File: src/rtl/uart_rx_fifo.sv
// UART receiver (configurable width/parity/stop) feeding a first-word-fall-through
// receive FIFO with a valid/ready read port and framing/parity/overrun reporting.
module uart_rx_fifo #(
    parameter int CLKS_PER_BIT = 1736,
    parameter int DATA_BITS    = 8,
    parameter int PARITY       = 0,
    parameter int STOP_BITS    = 1,
    parameter int DEPTH        = 16
) (
    input  logic                       CLK,
    input  logic                       reset,
    input  logic                       rx,
    output logic [DATA_BITS-1:0]       rd_data,
    output logic                       rd_valid,
    input  logic                       rd_ready,
    output logic [$clog2(DEPTH):0]     count,
    output logic                       frame_err,
    output logic                       parity_err,
    output logic                       overrun,
    input  logic                       clr_err
);
    localparam int CW = $clog2(CLKS_PER_BIT);
    localparam int AW = $clog2(DEPTH);
    localparam int BW = $clog2(DATA_BITS + 1);
    localparam logic [CW-1:0] HALF_RELOAD = CW'(CLKS_PER_BIT / 2 - 1);
    localparam logic [CW-1:0] FULL_RELOAD = CW'(CLKS_PER_BIT - 1);
    localparam logic [BW-1:0] LAST_DATA   = BW'(DATA_BITS - 1);
    localparam logic [BW-1:0] LAST_STOP   = BW'(STOP_BITS - 1);
    localparam logic [AW:0]   FULL_COUNT  = (AW+1)'(DEPTH);

    typedef enum logic [2:0] {S_IDLE, S_START, S_DATA, S_PAR, S_STOP} state_t;

    state_t                 state_q, state_d;
    logic                   rx_meta_q, rxs_q, armed_q;
    logic [1:0]             flush_q;
    logic [CW-1:0]          cnt_q, cnt_d;
    logic [BW-1:0]          bit_q, bit_d;
    logic [DATA_BITS-1:0]   shift_q, shift_d;
    logic                   par_bad_q, par_bad_d, ferr_q, ferr_d;
    logic                   frame_err_q, parity_err_q, overrun_q;
    logic                   push_req, fe_set, pe_set, stop_bad;
    logic [AW-1:0]          wptr_q, rptr_q;
    logic [AW:0]            count_q;
    logic [DATA_BITS-1:0]   mem_q [DEPTH];
    logic                   full, pop, push;

    // flush_q marks when rxs_q carries a real line sample rather than its reset value
    always_ff @(posedge CLK or posedge reset) begin
        if (reset) begin
            rx_meta_q <= 1'b1;
            rxs_q     <= 1'b1;
            flush_q   <= 2'b00;
            armed_q   <= 1'b0;
        end else begin
            rx_meta_q <= rx;
            rxs_q     <= rx_meta_q;
            flush_q   <= {flush_q[0], 1'b1};
            armed_q   <= armed_q | (flush_q[1] & rxs_q);
        end
    end

    always_ff @(posedge CLK or posedge reset) begin
        if (reset) begin
            state_q   <= S_IDLE;
            cnt_q     <= '0;
            bit_q     <= '0;
            par_bad_q <= 1'b0;
            ferr_q    <= 1'b0;
        end else begin
            state_q   <= state_d;
            cnt_q     <= cnt_d;
            bit_q     <= bit_d;
            par_bad_q <= par_bad_d;
            ferr_q    <= ferr_d;
        end
    end

    always_ff @(posedge CLK) begin
        shift_q <= shift_d;
    end

    always_comb begin
        state_d   = state_q;
        cnt_d     = cnt_q;
        bit_d     = bit_q;
        shift_d   = shift_q;
        par_bad_d = par_bad_q;
        ferr_d    = ferr_q;
        push_req  = 1'b0;
        fe_set    = 1'b0;
        pe_set    = 1'b0;
        stop_bad  = ferr_q | ~rxs_q;
        if (state_q == S_IDLE) begin
            if (armed_q && !rxs_q) begin
                state_d = S_START;
                cnt_d   = HALF_RELOAD;
            end
        end else if (cnt_q != '0) begin
            cnt_d = cnt_q - CW'(1);
        end else begin
            cnt_d = FULL_RELOAD;
            case (state_q)
                S_START: begin
                    if (rxs_q) begin
                        state_d = S_IDLE;
                    end else begin
                        state_d   = S_DATA;
                        bit_d     = '0;
                        par_bad_d = 1'b0;
                        ferr_d    = 1'b0;
                    end
                end
                S_DATA: begin
                    shift_d = {rxs_q, shift_q[DATA_BITS-1:1]};
                    if (bit_q == LAST_DATA) begin
                        bit_d   = '0;
                        state_d = (PARITY != 0) ? S_PAR : S_STOP;
                    end else begin
                        bit_d = bit_q + BW'(1);
                    end
                end
                S_PAR: begin
                    par_bad_d = (PARITY == 1) ? ~(^shift_q ^ rxs_q) : (^shift_q ^ rxs_q);
                    state_d   = S_STOP;
                end
                S_STOP: begin
                    ferr_d = stop_bad;
                    if (bit_q == LAST_STOP) begin
                        state_d  = S_IDLE;
                        fe_set   = stop_bad;
                        pe_set   = ~stop_bad & par_bad_q & (PARITY != 0);
                        push_req = ~stop_bad & ~(par_bad_q & (PARITY != 0));
                    end else begin
                        bit_d = bit_q + BW'(1);
                    end
                end
                default: state_d = S_IDLE;
            endcase
        end
    end

    assign full     = (count_q == FULL_COUNT);
    assign rd_valid = (count_q != '0);
    assign pop      = rd_valid & rd_ready;
    // a pop in the same cycle frees a slot, so a push into a full FIFO is still taken
    assign push     = push_req & (~full | pop);

    always_ff @(posedge CLK) begin
        if (push) begin
            mem_q[wptr_q] <= shift_q;
        end
    end

    always_ff @(posedge CLK or posedge reset) begin
        if (reset) begin
            wptr_q       <= '0;
            rptr_q       <= '0;
            count_q      <= '0;
            frame_err_q  <= 1'b0;
            parity_err_q <= 1'b0;
            overrun_q    <= 1'b0;
        end else begin
            if (push) wptr_q <= wptr_q + AW'(1);
            if (pop)  rptr_q <= rptr_q + AW'(1);
            case ({push, pop})
                2'b10:   count_q <= count_q + (AW+1)'(1);
                2'b01:   count_q <= count_q - (AW+1)'(1);
                default: count_q <= count_q;
            endcase
            frame_err_q  <= fe_set;
            parity_err_q <= pe_set;
            if (push_req && full && !pop) overrun_q <= 1'b1;
            else if (clr_err)             overrun_q <= 1'b0;
        end
    end

    assign rd_data    = mem_q[rptr_q];
    assign count      = count_q;
    assign frame_err  = frame_err_q;
    assign parity_err = parity_err_q;
    assign overrun    = overrun_q;
endmodule

File: config.mk
export PLATFORM = sky130hd
export DESIGN_NAME = uart_rx_fifo
export DESIGN_NICKNAME = d
export VERILOG_FILES = /design/src/rtl/uart_rx_fifo.sv
export SDC_FILE = /design/constraint.sdc
export NUM_CORES = 1
export LEC_CHECK = 0
export ABC_AREA = 1
export CORE_ASPECT_RATIO = 1.4
export CORE_UTILIZATION = 30
export CTS_CLUSTER_DIAMETER = 100
export CTS_CLUSTER_SIZE = 30
export DETAILED_ROUTE_END_ITERATION = 8
export SLEW_MARGIN = 40
export SYNTH_ARGS = -nofsm -noshare
export SYNTH_HDL_FRONTEND = slang
export SYNTH_SLANG_ARGS = --single-unit
File: constraint.sdc
create_clock -name CLK -period 5.6 [get_ports CLK]
set_input_delay 0.84 -clock CLK [delete_from_list [all_inputs] [get_ports CLK]]
set_output_delay 0.84 -clock CLK [all_outputs]
set_load 0.005 [all_outputs]
# Word level (Yosys, flattened, before mapping)
# Memories as Yosys holds them, arrays and structs flattened.
# Index checks and enable logic that the tools add are counted.
[word_totals]
inputBits = 5
regBits = 47
romBits = 0
latch_bits = 0
memories = 1
ram_bits = 128
[mem_list]
columns = ["memory", "depth", "width", "read_ports", "rd_clocked_by_memory_dff", "write_ports", "line_no", "rtl"]
rows = [
  ["mem_q", 16, 8, 1, 0, 1, "44", "logic [DATA_BITS-1:0] mem_q [DEPTH];"],
]
[op_classes]
add_sub_neg = 6
bitwise = 11
n_mux = 29
n_lt_le_gt_ge = 0
mul = 0
shifts = 0
div = 0
reduce_logical = 17
eq_ne = 14
[ops]
columns = ["cell", "n"]
rows = [
  ["11-bit 2-to-1 mux", 3],
  ["3-bit 2-to-1 mux", 5],
  ["1-bit 2-to-1 mux", 13],
  ["4-bit by 1-bit adder with 4-bit output, second input constant", 3],
  ["4-bit 2-to-1 mux", 3],
  ["3-bit case mux with 4 select lines", 1],
  ["4-bit case mux with 3 select lines", 1],
  ["11-bit nonzero test", 1],
  ["11-bit by 1-bit subtractor with 11-bit output, second input constant", 1],
  ["5-bit case mux with 2 select lines", 1],
  ["4-bit AND reduction", 2],
  ["3-bit by 2-bit equality test with 1-bit output, second input constant", 2],
  ["2-bit != test, second input constant", 3],
  ["3-bit != test, second input constant", 2],
  ["2-bit nonzero test", 3],
  ["5-bit by 1-bit adder with 5-bit output, second input constant", 1],
  ["5-bit equality test, second input constant", 1],
  ["1-bit NOT", 5],
  ["5-bit AND reduction", 1],
  ["5-bit nonzero test", 1],
  ["5-bit by 1-bit subtractor with 5-bit output, second input constant", 1],
  ["4-bit by 3-bit equality test with 1-bit output, second input constant", 1],
  ["4-bit zero test", 1],
  ["1-bit AND", 3],
  ["other kinds (13)", 18],
]

# Depth between registers and ports, before layout
[depth]
word_depth = 10
depth_mapped = 18
depth_no_buf = 18

# Worst setup path before layout
# No wires, ideal clock.
[synth_timing]
path_type = "flip-flop to flip-flop"
from = "register cnt_q[0]"
to = "register count_q[4], in the netlist count[4]"
setup_time_ns = 0.113
synth_period_minus_slack_ns = 2.344
stages_incl_launch_ff = 18
arrival_time_ns = 2.231
slack_ns = 3.256
cell_sequence = "dfrtp_1 -> inv_1 -> ha_1 -> inv_1 -> nor2_1 -> nand3_2 -> nor2_4 -> nand2_2 -> nand2_2 -> inv_1 -> ha_1 -> a21o_1 -> a31oi_1 -> inv_1 -> nand2_1 -> nand3_1 -> nand2_1 -> inv_1"
[synth_via]
elab_chain_cells = 6
word_cells_on_any_way = 8
cone_classes = "2 x eq/ne; 3 x mux; 1 x bitwise; 2 x reduce/logical"
[synth_rtl]
columns = ["element", "line_no", "rtl"]
rows = [
  ["start, declared", "36", "logic [CW-1:0] cnt_q, cnt_d;"],
  ["start signal, assigned", "71", "cnt_q <= cnt_d;"],
  ["11-bit nonzero test *", "98", "end else if (cnt_q != '0) begin"],
  ["1-bit 2-to-1 mux *", "98", ""],
  ["1-bit 2-to-1 mux *", "93", "if (state_q == S_IDLE) begin"],
  ["1-bit AND *", "146", "assign push = push_req & (~full | pop);"],
  ["2-bit by 1-bit equality test with 1-bit output / 2-bit equality test (equally long branches)", "165", "case ({push, pop})"],
  ["5-bit case mux with 2 select lines / 2-bit nonzero test (equally long branches)", "-", ""],
  ["end signal, assigned", "166", "2'b10: count_q <= count_q + (AW+1)'(1);"],
  ["end signal, assigned", "167", "2'b01: count_q <= count_q - (AW+1)'(1);"],
  ["end signal, assigned", "168", "default: count_q <= count_q;"],
  ["end, declared", "43", "logic [AW:0] count_q;"],
]
# Every way passes the cells marked *; elsewhere a longest branch is shown, timed or not.
# A chain may end at the register's enable or synchronous reset.

# Final worst setup path
[layout_timing]
from = "register rptr_q[0]"
to = "output rd_data[4]"
[layout_via]
elab_chain_cells = 1
[layout_rtl]
columns = ["element", "line_no", "rtl"]
rows = [
  ["start, declared", "42", "logic [AW-1:0] wptr_q, rptr_q;"],
  ["start signal, assigned", "164", "if (pop) rptr_q <= rptr_q + AW'(1);"],
  ["memory read 16 x 8 bit", "-", ""],
  ["end, declared", "13", "output logic [DATA_BITS-1:0] rd_data,"],
]
# No other way between the ends.

==> results.yml <==
critical_path:
  endpoint_kind: "primary output"
  start_kind: "flop"
  worstPathArrival_ns: 2.80
  path_buf_inv: 3
  cell_chain_critical_path: "buf_12 -> buf_4 -> mux2i_1 -> o21ai_0 -> o211ai_1 -> nand2_1 -> clkdlybuf4s50_1"
  path_class: "flop to primary output"
  cp_slowest_cell: "dfrtp_4"
  crit_fanout: 42
  critical-path-top-delay-family: "buffers and inverters"
  critical_path_required_ns: 4.76
  crit_path_max_incr_delay_ns: 0.73
power_and_ir_drop:
  ir_drop_mv: 0.3041
  cellLeakagePower_nw: 3.240
  power-per-cell-area_mw_per_mm2: 446.3
grt:
  grt_overflow_total: 0
  initial_antenna_violation_count: 0
  grt_util_overall: 0.1317
  grt_start_max_net_pins: 43
  grt_pass1_vias: 4594
  grt_pass1_wl_um: 25210
synthesis:
  async_flop_share: 0.2229
  seq_cells_post_synth: 175
  synth_largest_area_cell: "edfxtp_1"
  yosysWarnings: 0
  synthesis.area_per_instance_um2: 12.04
  synthCells: 631
  dominantRegCellSynth: "edfxtp_1"
  synth.top_cells.by_area: "edfxtp_1 54%, dfrtp_1 12%, mux2i_1 4.2%, o21ai_0 4.1%, inv_1 3.7%"
  synthDistinctLibCells: 34
  synth.yosys.seq_area_share: 0.6663
  post_synthesis_cell_area_mm2: 0.007597
  yosys_top_cell_area_share: 0.5375
  synth.net_count: 649
  synth_enable_flop_cells: 136
clock_tree:
  cts_inserted_buffers: 17
  cts_htree_levels: 4
  clkSinkCount: 175
  register_clock_pin_slew_on_the_reported_worst_setup_and_hold_paths_ns: 0.07
  cts_hold_repair.buffers: 0
  clock_latency_at_the_later_pin_of_the_worst_skew_pair_ns: 0.43
  ctsRootBufferMaster: "clkbuf_16"
  cts_setup_buffers: 0
  ctsResizeCount: 0
  tritoncts: "built"
  cts.path.max_buffers: 2
routing:
  routedWlPerCell_um: 16.17
  detail_route.first_pass.iterations: 4
  drtIter0Drc: 293
  routed-via-count: 4636
  route.detailed.vias_per_inst: 4.745
  wl_um: 15800
  postRouteAntennaNets: 0
  drc_violations_left: 0
finish:
  drive_above_1_share: 0.09668
  ff_latch_area_mm2: 0.005067
  antenna-diode-count: 0
  final_net_count: 667
  syn2layout_area_growth_pct: 14.67
  n_fill_cell: 2405
  utilization_after_layout: 0.3519
  stdcell_count: 977
  multiInputGateArea_mm2: 0.002143
die:
  initial_utilization: 0.3069
  core_mm2: 0.02476
  die-width_um: 136.5
  die_h_um: 190.3
  die-area_mm2: 0.02597
  std_cell_rows: 68
  boundaryPins: 22
sta:
  fin_tns_setup_ns: 0
  timing_max_transition_violations_final: 0
  setup_viol_count_final: 0
  finalWorstPathRequiredPeriod_ns: 3.639
  max_freq_mhz: 274.8
  timing.final.crit_share: 0.6498
  finalHoldViolCount: 0
  rsz_0062_raised_after_global_routing: "no"
  setup_ws_ns: 1.961
  worstMarginPinSlew_ns: 0.7751
  clock_skew_ns: 0.01240
  timing.slew.headroom: 0.4814
placement:
  gp_routability_congestion: 0.7734
  post-place-ws_ns: 2.436
  dpl.cell_count: 945
  port-buffer-count: 20
  dp_hpwl_um: 10230
hold_path:
  hold_class: "flop to flop"
outcome:
  outcome: "finished, final reports clean"
job:
  timing.max_cap.violations: 0
worst register-to-register path, cell delays in order (launching register included):
cell and delay, ns:
dfrtp_1 0.38, inv_1 0.15, ha_1 0.16, inv_1 0.04, nor2_1 0.14, nand3_2 0.11
nor2_4 0.18, nand2_2 0.12, nor2_4 0.21, nand2_1 0.20, nor2_1 0.63
synth_stat cells, types with 3 or more instances:
cell type    n
mux2i_1     32
nand2_1     60
inv_1       75
nor2_2       3
nand3_1     30
clkbuf_1    14
nand3b_1     3
nand4_1      7
dfrtp_1     37
a21oi_1     38
nor2_4       4
edfxtp_1   136
nand2_2      4
ha_1        12
xor2_1      12
o21ai_0     62
o211ai_1    34
buf_4        4
buf_2        7
nor2_1      34
metrics by stage:
stage	hold WS (ns)	cell area, um^2	power, mW
2_1_floorplan	0.3312	7597	2.387
3_3_place_gp	0.3338	8100	2.755
3_5_place_dp	0.3449	8129	2.787
4_1_cts	0.3600	8697	3.925
5_1_grt	0.3684	8712	4.124
6_report	0.3581	8712	3.888
routing by layer:
metal | vias to the layer above | share of wire | GRT usage
met4 | 0 | 0.015 | 0.05085
met5 | - | 0 | 0
met3 | 13 | 0.032 | 0.02632
met2 | 78 | 0.52 | 0.2251
li1 | 2254 | - | -
met1 | 2291 | 0.43 | 0.1614
cells in the final DEF (no fill, tap or decap), types with 2 or more instances in the layout:
master and n:
xor2_1 12, xnor2_1 2, nand3b_1 3, clkinvlp_4 3, dfstp_2 2, buf_4 3, o21ai_0 62, conb_1 2
dfrtp_1 35, inv_2 3, nand3_1 30, ha_1 12, a31oi_1 2, clkbuf_16 17, nor3_1 2, a21o_1 2
nand4_1 7, inv_1 74, nor2_2 12, nand2_2 4, edfxtp_1 136, nand3_2 2, mux2i_1 32, nor2_4 4
clkdlybuf4s50_1 20, inv_6 5, a21oi_1 38, clkinv_1 2, nor2_1 25, o211ai_1 34, nand2_1 60, inv_8 5
sequential cells by signal, summed over array words and instances (netlist names):
| signal | count |
|---|---|
| mem_q | 128 |
| overrun | 1 |
| flush_q | 2 |
| ferr_q | 1 |
| rxs_q | 1 |
| wptr_q | 4 |
| cnt_q | 11 |
| frame_err | 1 |
| armed_q | 1 |
| bit_q | 4 |
| state_q | 3 |
| count | 5 |
| shift_q | 8 |
| rptr_q | 4 |
| rx_meta_q | 1 |
layout make-up:
type / count / area share
Multi-Input combinational cell: 352 / 0.2460
Sequential cell: 175 / 0.5816
Inverter: 79 / 0.03404
Timing Repair Buffer: 24 / 0.02786
Tap cell: 315 / 0.04524
Clock buffer: 18 / 0.04926
Clock inverter: 14 / 0.01594
cells by family after synthesis:
| logic type | Yosys count | share of synthesized area |
|---|---|---|
| flops | 175 | 0.6663 |
| mux | 32 | 0.04216 |
| other cells | 2 | 0.0009885 |
| buf+inv | 104 | 0.05451 |
| xor+xnor | 14 | 0.01614 |
| fa+ha+maj | 13 | 0.02240 |
| compound gates | 141 | 0.1061 |
| simple gates | 150 | 0.09140 |
power breakdown:
group	internal (mW)	switching, mW
clock network	0.593	0.540
logic	0.494	0.656
registers	1.46	0.149
total	2.54	1.35
final timing paths:
check / cells after the start / slack (ns) / endpoint / startpoint
setup reg to reg: 10 / 2.90 / mem_q[4][4] / cnt_q[0]
hold / removal: 0 / 0.36 / flush_q[1] / flush_q[0]
setup / recovery: 7 / 1.96 / rd_data[4] / rptr_q[0]
min in group asynchronous: 3 / 0.84 / count[3] / reset
max in group asynchronous: 3 / 4.34 / rptr_q[0] / reset
hold reg to reg: 0 / 0.36 / flush_q[1] / flush_q[0]
(Power assumes the default switching activity.)
==> edit (config.mk and constraints unchanged) <==
The output `parity_err` loses its register stage (`parity_err_q` becomes a continuous assignment).
--- a/src/rtl/uart_rx_fifo.sv
+++ b/src/rtl/uart_rx_fifo.sv
@@ -157,7 +157,6 @@
             rptr_q       <= '0;
             count_q      <= '0;
             frame_err_q  <= 1'b0;
-            parity_err_q <= 1'b0;
             overrun_q    <= 1'b0;
         end else begin
             if (push) wptr_q <= wptr_q + AW'(1);
@@ -168,11 +167,12 @@
                 default: count_q <= count_q;
             endcase
             frame_err_q  <= fe_set;
-            parity_err_q <= pe_set;
             if (push_req && full && !pop) overrun_q <= 1'b1;
             else if (clr_err)             overrun_q <= 1'b0;
         end
     end
+
+    assign parity_err_q = pe_set;
 
     assign rd_data    = mem_q[rptr_q];
     assign count      = count_q;
Function: kept (equiv_simple and equiv_induct, registers matched by name and starting in step).
==> edit against the unedited design <==
- sequential share of layout area is 0.75 points higher
- synthesized cell count is 2.5% lower
- wire length rose by 3.5%
- power rose by 0.63%
- synthesized area down 2.0%
- clock skew shrank 0.0020 ns
- maximum frequency increased by 1.5%
- design area decreased by 1.3%
- sequential cell count did not move
- worst setup slack gained 0.053 ns
- register-to-register slack worse by 0.15 ns
- largest cell class unchanged
- highest routed layer unchanged
==> edit: results (changes against the unedited design) <==
ir_drop_mv: 0.2776  # -8.7%
fillCellCount: 2387  # -0.75%
synth_top_cells_by_count: "136 x edfxtp_1, 84 x nor2_1, 63 x nand2_1"
via_count: 4676  # +0.86%
ys_warn_count: 0  # unchanged
p_leak_nw: 3.143  # -3.0%
first_iter_violations: 311  # +6.1%
final_nets: 653  # -2.1%
grt_use_total: 0.1379  # +0.006260
ys_top_cells_by_area: "edfxtp_1 55%, dfrtp_1 12%, nor2_1 4.2%, mux2i_1 3.5%, o21ai_0 3.4%"
ys_seq_area_frac: 0.6802  # +0.01389
slew_headroom: 0.4442  # -0.03715
syn_inst: 615  # -2.5%
place_congestion: 0.8149  # +5.4%
use_met1: 0.1663  # +0.004832
ctsHtreeMaxLevel: 4  # unchanged
largest_registers: "mem_q x128, cnt_q x11, shift_q x8"
grt_max_degree: 67  # +56%
syn_nets: 633  # -2.5%
root_buffer: "clkbuf_16"
crit_family: "buffers and inverters"
drt-total-wl_um: 16340  # +3.5%
first_pass_iters: 5  # +1
clockBufferDepth: 2  # unchanged
hp-start: "flush_q[0]"
cp_max_fo: 66  # +57%
cpMaxStageDelayCell: "buf_4"
dp_hpwl_um: 10500  # +2.7%
hold_path_depth: 0  # unchanged
crit_path_start: "rptr_q[0]"
io_buffers: 20  # unchanged
hold_ws_ns: 0.3497  # -0.008418 ns
skew_ns: 0.01036  # -0.002042 ns
met2_usage: 0.2355  # +0.01040
antenna_found_initial: 0  # unchanged
grt_use_met3: 0.02421  # -0.002103
synth.distinct_cells: 37  # +8.8%
cp.arrival_ns: 2.75  # -0.05 ns
drive_gt1_frac: 0.09877  # +0.002089
numCtsBuffers: 17  # unchanged
grt_pass1_wl_um: 26360  # +4.6%
status: "completed"
async_flop_share: 0.2229  # unchanged
place_ws_ns: 2.420  # -0.01651 ns
min_to: "flush_q[1]"
fin_crit_ns: 3.585  # -0.05332 ns
diodes: 0  # unchanged
reg2reg_slack_ns: 2.75  # -0.15 ns
clk_latency_ns: 0.43  # about the same
r2r_end: "mem_q[11][5]"
cp_slowest_stage_delay_ns: 0.66  # -0.07 ns
cts_setup_buffers: 0  # unchanged
synth-edff-count: 136  # unchanged
cts_resized: 0  # unchanged
==> edit: layer usage <==
layer | up-vias | part of all wire | wire, µm
li1 | 2246 | - | -
met1 | 2294 | 0.43 | 7000
met2 | 107 | 0.51 | 8392
met3 | 29 | 0.033 | 544
met4 | 0 | 0.025 | 407
met5 | - | 0 | 0
==> edit: final cells by class <==
type                    instances  area (µm²)  share of cell area
flip-flops and latches        175        5067              0.5892
multi-input cells             369        2140              0.2488
clock buffers                  17       425.4             0.04946
well taps                     310       387.9             0.04510
repair buffers                 25       237.7             0.02764
inverters                      47       176.4             0.02051
clock inverters                15       166.4             0.01935
==> edit: worst max-delay path by stage <==
stage,endpoint,depth (start not counted)
2_1_floorplan,count[4],18
3_3_place_gp,mem_q[13][5],7
3_5_place_dp,rd_data[5],6
4_1_cts,rd_data[5],6
5_1_grt,rd_data[5],6
6_report,rd_data[5],6
==> edit: report_power, final <==
part / internal (mW) / switching, mW
sequential: 1.45 / 0.120
clock: 0.599 / 0.555
combinational: 0.480 / 0.704
==> edit: cell families (layout without fill, tap and decap cells) <==
family,count (synthesis),in the layout,share of synthesized area
muxes,26,26,0.03497
other,2,2,0.001009
and+or+nand+nor,202,202,0.1158
xor gates and xnor gates,12,12,0.01412
AOI/OAI and AO/OA,114,114,0.09381
DFF,175,175,0.6802
adders and majority gates,13,13,0.02286
buffers and inverters,71,104,0.03715
==> edit: worst reg2reg max path: stages, from the launching register on <==
cell,delay (ns)
dfrtp_1,0.36
inv_1,0.13
ha_1,0.22
inv_1,0.05
nor2_1,0.08
nand3_1,0.13
nor3_4,0.33
nand2_2,0.18
nor2_4,0.17
nand2_1,0.19
nor2_1,0.64
==> edit: through the flow <==
step | util | instance area, µm² | instances | power [mW]
final | 0.3562 | 8601 | 958 | 3.913
after global routing | 0.3562 | 8601 | 958 | 4.149
after CTS | 0.3553 | 8577 | 958 | 3.945
after detailed placement | 0.3307 | 7985 | 926 | 2.789
after global placement | 0.3301 | 7970 | 926 | 2.771
after floorplan | - | 7442 | 615 | 2.358
